### config.mk
export PLATFORM = sky130hd
export DESIGN_NAME = exp_shift_add
export DESIGN_NICKNAME = d
export VERILOG_FILES = /design/src/rtl/exp_shift_add.sv
export SDC_FILE = /design/constraint.sdc
export NUM_CORES = 1
export LEC_CHECK = 0
export CORE_ASPECT_RATIO = 0.8
export CORE_MARGIN = 2
export CORE_UTILIZATION = 30
export DETAILED_ROUTE_END_ITERATION = 7
export DONT_BUFFER_PORTS = 1
export GPL_TIMING_DRIVEN = 0
export PLACE_DENSITY_LB_ADDON = 0.15
export REMOVE_ABC_BUFFERS = 1
export SYNTH_ARGS = -nofsm -noshare
export SYNTH_HDL_FRONTEND = slang
export SYNTH_SLANG_ARGS = --single-unit
### constraint.sdc
create_clock -name clk -period 8.4 [get_ports clk]
set_input_delay 0.42 -clock clk [delete_from_list [all_inputs] [get_ports clk]]
set_output_delay 0.42 -clock clk [all_outputs]
set_load 0.05 [all_outputs]
### src/rtl/exp_shift_add.sv
`default_nettype none
// ============================================================================
// Module   : exp_shift_add
// Purpose  : Iterative shift-and-add exponential (antilog) unit. Computes
//            xf = e^y0 for an unsigned Q4.10 argument by multiplicative
//            normalisation, one step per clock. It is the inverse companion
//            of the 14-bit logarithm block and shares its start/done
//            handshake on the same clock domain.
//
// Ports    : clk    in   1   system clock, rising edge
//            reset  in   1   asynchronous reset, active low
//            start  in   1   one-cycle request, samples y0
//            y0     in  14   argument, unsigned Q4.10
//            xf     out 14   result e^y0, unsigned Q4.10
//            yf     out 14   final residual, Q4.10
//            busy   out  1   high while the iteration runs
//            done   out  1   one-cycle pulse when xf/yf are valid
//            ovf    out  1   last accepted y0 saturated the result
//
// Params   : ITER   number of fractional steps i = 1..ITER (legal 1..9)
//
// Options  : EXP_SHIFT_ADD_RESTART_EN - when defined, start during the
//            iteration aborts the run and restarts it with the new y0.
//            When undefined, start is ignored outside IDLE.
//
// Revision : 1.0  initial release
// ============================================================================
module exp_shift_add #(
  parameter int ITER = 9
) (
  input  logic        clk,
  input  logic        reset,
  input  logic        start,
  input  logic [13:0] y0,
  output logic [13:0] xf,
  output logic [13:0] yf,
  output logic        busy,
  output logic        done,
  output logic        ovf
);

  typedef enum logic [1:0] {
    S_IDLE = 2'd0,
    S_INT  = 2'd1,
    S_FRAC = 2'd2,
    S_DONE = 2'd3
  } state_t;

  localparam logic [13:0] C_ONE      = 14'd1024;   // 1.0 in Q4.10
  localparam logic [13:0] C_LN2      = 14'd709;    // ln2 in Q4.10
  localparam logic [13:0] C_SAT_LIM  = 14'd2836;   // 4*ln2: e^y0 >= 16.0
  localparam logic [13:0] C_SAT_VAL  = 14'h3FFF;
  localparam logic [3:0]  C_LAST_INT = 4'd2;       // integer steps use cnt 0..2
  localparam logic [3:0]  C_ITER     = 4'(ITER);

  // ln(1 + 2^-i) in Q4.10, truncated. Index 0 is never used in FRAC.
  function automatic logic [13:0] frac_const(input logic [3:0] idx);
    logic [13:0] t;
    case (idx)
      4'd1:    t = 14'd415;
      4'd2:    t = 14'd228;
      4'd3:    t = 14'd120;
      4'd4:    t = 14'd62;
      4'd5:    t = 14'd31;
      4'd6:    t = 14'd15;
      4'd7:    t = 14'd7;
      4'd8:    t = 14'd3;
      4'd9:    t = 14'd1;
      default: t = 14'd0;
    endcase
    return t;
  endfunction

  state_t      state_q, state_d;
  logic [13:0] x_q, x_d;
  logic [13:0] y_q, y_d;
  logic [3:0]  cnt_q, cnt_d;
  logic [13:0] xf_q, xf_d;
  logic [13:0] yf_q, yf_d;
  logic        ovf_q, ovf_d;

  logic        w_can_accept;
  logic        w_accept;
  logic [13:0] w_t;

  // Which states may take a new request.
`ifdef EXP_SHIFT_ADD_RESTART_EN
  assign w_can_accept = (state_q == S_IDLE) || (state_q == S_INT) ||
                        (state_q == S_FRAC);
`else
  assign w_can_accept = (state_q == S_IDLE);
`endif

  assign w_accept = start && w_can_accept;

  // --------------------------------------------------------------------------
  // State register and datapath registers
  // --------------------------------------------------------------------------
  always_ff @(posedge clk or negedge reset) begin
    if (!reset) begin
      state_q <= S_IDLE;
      x_q     <= '0;
      y_q     <= '0;
      cnt_q   <= '0;
      xf_q    <= '0;
      yf_q    <= '0;
      ovf_q   <= 1'b0;
    end else begin
      state_q <= state_d;
      x_q     <= x_d;
      y_q     <= y_d;
      cnt_q   <= cnt_d;
      xf_q    <= xf_d;
      yf_q    <= yf_d;
      ovf_q   <= ovf_d;
    end
  end

  // --------------------------------------------------------------------------
  // Next-state and datapath logic
  // --------------------------------------------------------------------------
  always_comb begin
    state_d = state_q;
    x_d     = x_q;
    y_d     = y_q;
    cnt_d   = cnt_q;
    xf_d    = xf_q;
    yf_d    = yf_q;
    ovf_d   = ovf_q;
    w_t     = frac_const(cnt_q);

    case (state_q)
      S_IDLE: begin
        // Request handling is done below, shared with the restart path.
      end

      S_INT: begin
        // Pull out whole factors of 2 first; three steps cover y0 < 4*ln2.
        if (y_q >= C_LN2) begin
          y_d = y_q - C_LN2;
          x_d = x_q << 1;
        end
        if (cnt_q == C_LAST_INT) begin
          state_d = S_FRAC;
          cnt_d   = 4'd1;
        end else begin
          cnt_d = cnt_q + 4'd1;
        end
      end

      S_FRAC: begin
        // Multiply x by (1 + 2^-i) whenever ln(1 + 2^-i) still fits in y.
        // The argument range bounds x below 2^14, so no guard bits.
        if (y_q >= w_t) begin
          y_d = y_q - w_t;
          x_d = x_q + (x_q >> cnt_q);
        end
        if (cnt_q == C_ITER) begin
          xf_d    = x_d;
          yf_d    = y_d;
          cnt_d   = 4'd0;
          state_d = S_DONE;
        end else begin
          cnt_d = cnt_q + 4'd1;
        end
      end

      S_DONE: begin
        state_d = S_IDLE;
      end

      default: begin
        state_d = S_IDLE;
      end
    endcase

    // A fresh request overrides whatever the step above produced, which is
    // how a restart discards the partial result of the aborted run.
    if (w_accept) begin
      cnt_d = 4'd0;
      if (y0 >= C_SAT_LIM) begin
        xf_d    = C_SAT_VAL;
        yf_d    = y0;
        ovf_d   = 1'b1;
        state_d = S_DONE;
      end else begin
        x_d     = C_ONE;
        y_d     = y0;
        ovf_d   = 1'b0;
        state_d = S_INT;
      end
    end
  end

  assign busy = (state_q == S_INT) || (state_q == S_FRAC);
  assign done = (state_q == S_DONE);
  assign xf   = xf_q;
  assign yf   = yf_q;
  assign ovf  = ovf_q;

endmodule
`default_nettype wire
==> impl_metrics.env <==
export IMPL_setup_tns_ns=0
export IMPL_worstPathArrival_ns=5.13
export IMPL_cts_root_buffer="clkbuf_16"
export IMPL_crit_end="y_q[5]"
export IMPL_netlist_area_mm2=0.00566
export IMPL_yosysUniqueCellTypes=80
export IMPL_min_period_ns=4.91
export IMPL_drc=0
export IMPL_start_util=0.309
export IMPL_grt_max_degree=64
export IMPL_grt_total_usage=0.198
export IMPL_htreeDepth=3
export IMPL_area_growth_pct=8.88
export IMPL_required_ns=8.62
export IMPL_dp_hpwl_um=13900
export IMPL_die_height_um=127
export IMPL_num_nets_final=720
export IMPL_rsz0062_at_grt="false"
export IMPL_wl_um=19400
export IMPL_path_max_fanout=24
export IMPL_path_class="reg -> reg"
export IMPL_clock_latency_ns=0.34
export IMPL_firstDrtPassIters=5
export IMPL_grt_antenna_before_repair=0
export IMPL_async_flop_share=1.00
export IMPL_yosysWarnings=0
export IMPL_reg2reg_depth=13
export IMPL_synth_cells=692
export IMPL_crit_start="cnt_q[1]"
export IMPL_r2r_slack_ns=3.49
export IMPL_first_global_vias=5050
export IMPL_worstHoldPathCells=2
export IMPL_synth_edff_count=0
export IMPL_cts_clk_slew_worst_paths_ns=0.06
export IMPL_max_freq_mhz=204
export IMPL_synth_area_leaders="dfrtp_1 (28%), ha_1 (7.5%), nand2_1 (5.6%)"
export IMPL_ant_nets=0
export IMPL_fin_worst_skew_ns=0.00972
export IMPL_vias_per_cell=5.62
export IMPL_drive_gt1_frac=0.0938
export IMPL_syn_avg_cell_area_um2=8.18
export IMPL_detail_route_iter0_violations=421
export IMPL_r2r_start="cnt_q[1]"
export IMPL_r2r_end="y_q[5]"
export IMPL_std_cell_rows=44
export IMPL_tritoncts="built"
export IMPL_slew_headroom=0.103
export IMPL_status="completed"
export IMPL_io_pins=48
export IMPL_drv_cap=0
export IMPL_synth_common_cells="nand2_1 (84), nor2_1 (64), dfrtp_1 (63)"
export IMPL_gp_congestion=0.883
export IMPL_maxSlewViolCount=0
export IMPL_hold_viol_final=0
export IMPL_cts_sinks=63
export IMPL_hp_class="in -> reg"
export IMPL_synth_flop_cell="dfrtp_1"
export IMPL_end_kind="register"
export IMPL_post_route_period_util=0.585
export IMPL_ys_seq_area_frac=0.278
export IMPL_wl_per_cell_um=20.9
export IMPL_dieWidth_um=158
export IMPL_grt_pass1_wl_um=30400
export IMPL_synth_top_cell_by_area="dfrtp_1"
export IMPL_die_area_mm2=0.0200
export IMPL_vias=5203
export IMPL_antenna_cells=0
export IMPL_synth_most_common_cell="nand2_1"
export IMPL_cts_setup_buffers=0
export IMPL_cts_buffer_depth=2
export IMPL_start_kind="register"
export IMPL_ys_ff_latch=63
export IMPL_setup_viol=0
export IMPL_coreArea_mm2=0.0183
export IMPL_place_port_buffers=0
export IMPL_tightest_slew_ns=1.34
export IMPL_numCtsBuffers=9
export IMPL_grt_overflow=0
export IMPL_yosysTopAreaCellShare=0.278
[through the flow]
stage                     cells  hold WS [ns]   util  instance area (um^2)  setup slack, ns
after detailed placement    907         0.127  0.319                  5840             3.60
final                       925         0.196  0.336                  6170             3.49
after global placement      903         0.127  0.314                  5760             3.60
after floorplan             650         0.124      -                  5440             4.70
after global routing        925         0.192  0.336                  6170             3.15
after CTS                   925         0.182  0.336                  6160             3.53
[cells in the final DEF, fill, tap and decap left out, types with 4 or more instances in the layout]
cell type / n
nand2_1: 84
dfrtp_1: 63
nor2_1: 61
o21ai_0: 54
a21oi_1: 54
ha_1: 32
nor3_1: 21
inv_1: 19
mux2i_1: 19
nand3_1: 18
xnor2_1: 18
mux2_2: 16
a211oi_1: 16
a31oi_1: 12
a221oi_1: 11
a21o_1: 10
a22oi_1: 9
xor2_1: 9
o211ai_1: 9
clkbuf_16: 9
o21a_1: 7
and2_1: 5
o22ai_1: 5
nor2b_1: 4
nor4_1: 4
nand2b_1: 4
nand3b_1: 4
a211o_1: 4
or3_1: 4
and3_1: 4
a21boi_0: 4
[worst max-delay path, cell delays in order (launching register included)]
cell,delay (ns)
dfrtp_1,0.87
inv_1,0.46
ha_1,0.34
nor2_1,0.10
nor2_1,0.05
a21o_1,0.22
fa_1,0.43
and2b_1,0.26
o21ai_1,0.12
a21oi_1,0.74
nor2_4,0.29
nor2_1,0.43
a211oi_1,0.15
a211oi_1,0.32
[area by class of cell]
| cell class | instances | area (um^2) |
|---|---|---|
| multi-input combinational | 568 | 3810 |
| clock buffer | 10 | 239 |
| inverter | 19 | 71.3 |
| fill | 1932 | 12200 |
| timing repair buffer | 6 | 110 |
| sequential | 63 | 1580 |
| tap | 253 | 317 |
| clock inverter | 6 | 42.5 |
[layer usage]
layer,global-route usage,part of all wire,up-vias
li1,-,-,2501
met1,0.319,0.55,2545
met2,0.274,0.40,149
met3,0.0376,0.051,8
met4,0.0289,0.0051,0
met5,0,0,-
[state kept, by name, indices dropped and copies added, names as in the netlist]
register  count
x_q          14
ovf           1
state_q       2
cnt_q         4
yf           14
y_q          14
xf           14
[what timing repair did]
action                    in CTS  in global routing
hold endpoints to repair      63                  0
gates resized for setup        0                  0
hold buffers                   2                  0
[cell families (layout without fill, tap and decap cells)]
| group | after synthesis | in the layout | share of synthesized area |
|---|---|---|---|
| AO/OA/AOI/OAI | 235 | 235 | 0.279 |
| AND/OR/NAND/NOR | 233 | 233 | 0.194 |
| flip-flops | 63 | 63 | 0.278 |
| buffers and inverters | 61 | 41 | 0.0521 |
| multiplexers | 37 | 37 | 0.0720 |
| adder cells (fa/ha/maj) | 36 | 36 | 0.0822 |
| XOR/XNOR | 27 | 27 | 0.0418 |
[how the worst min path moves through the flow]
stage	slack, ns	start	to
floorplan	0.12	reset	cnt_q[0]
global placement	0.13	reset	xf[11]
detailed placement	0.13	reset	xf[11]
CTS	0.18	y0[8]	yf[8]
global route	0.19	y0[3]	yf[3]
finish	0.20	y0[9]	yf[9]
Power is not shown: default switching activity piles up to over one toggle a cycle in this logic, so the estimate is an artifact.
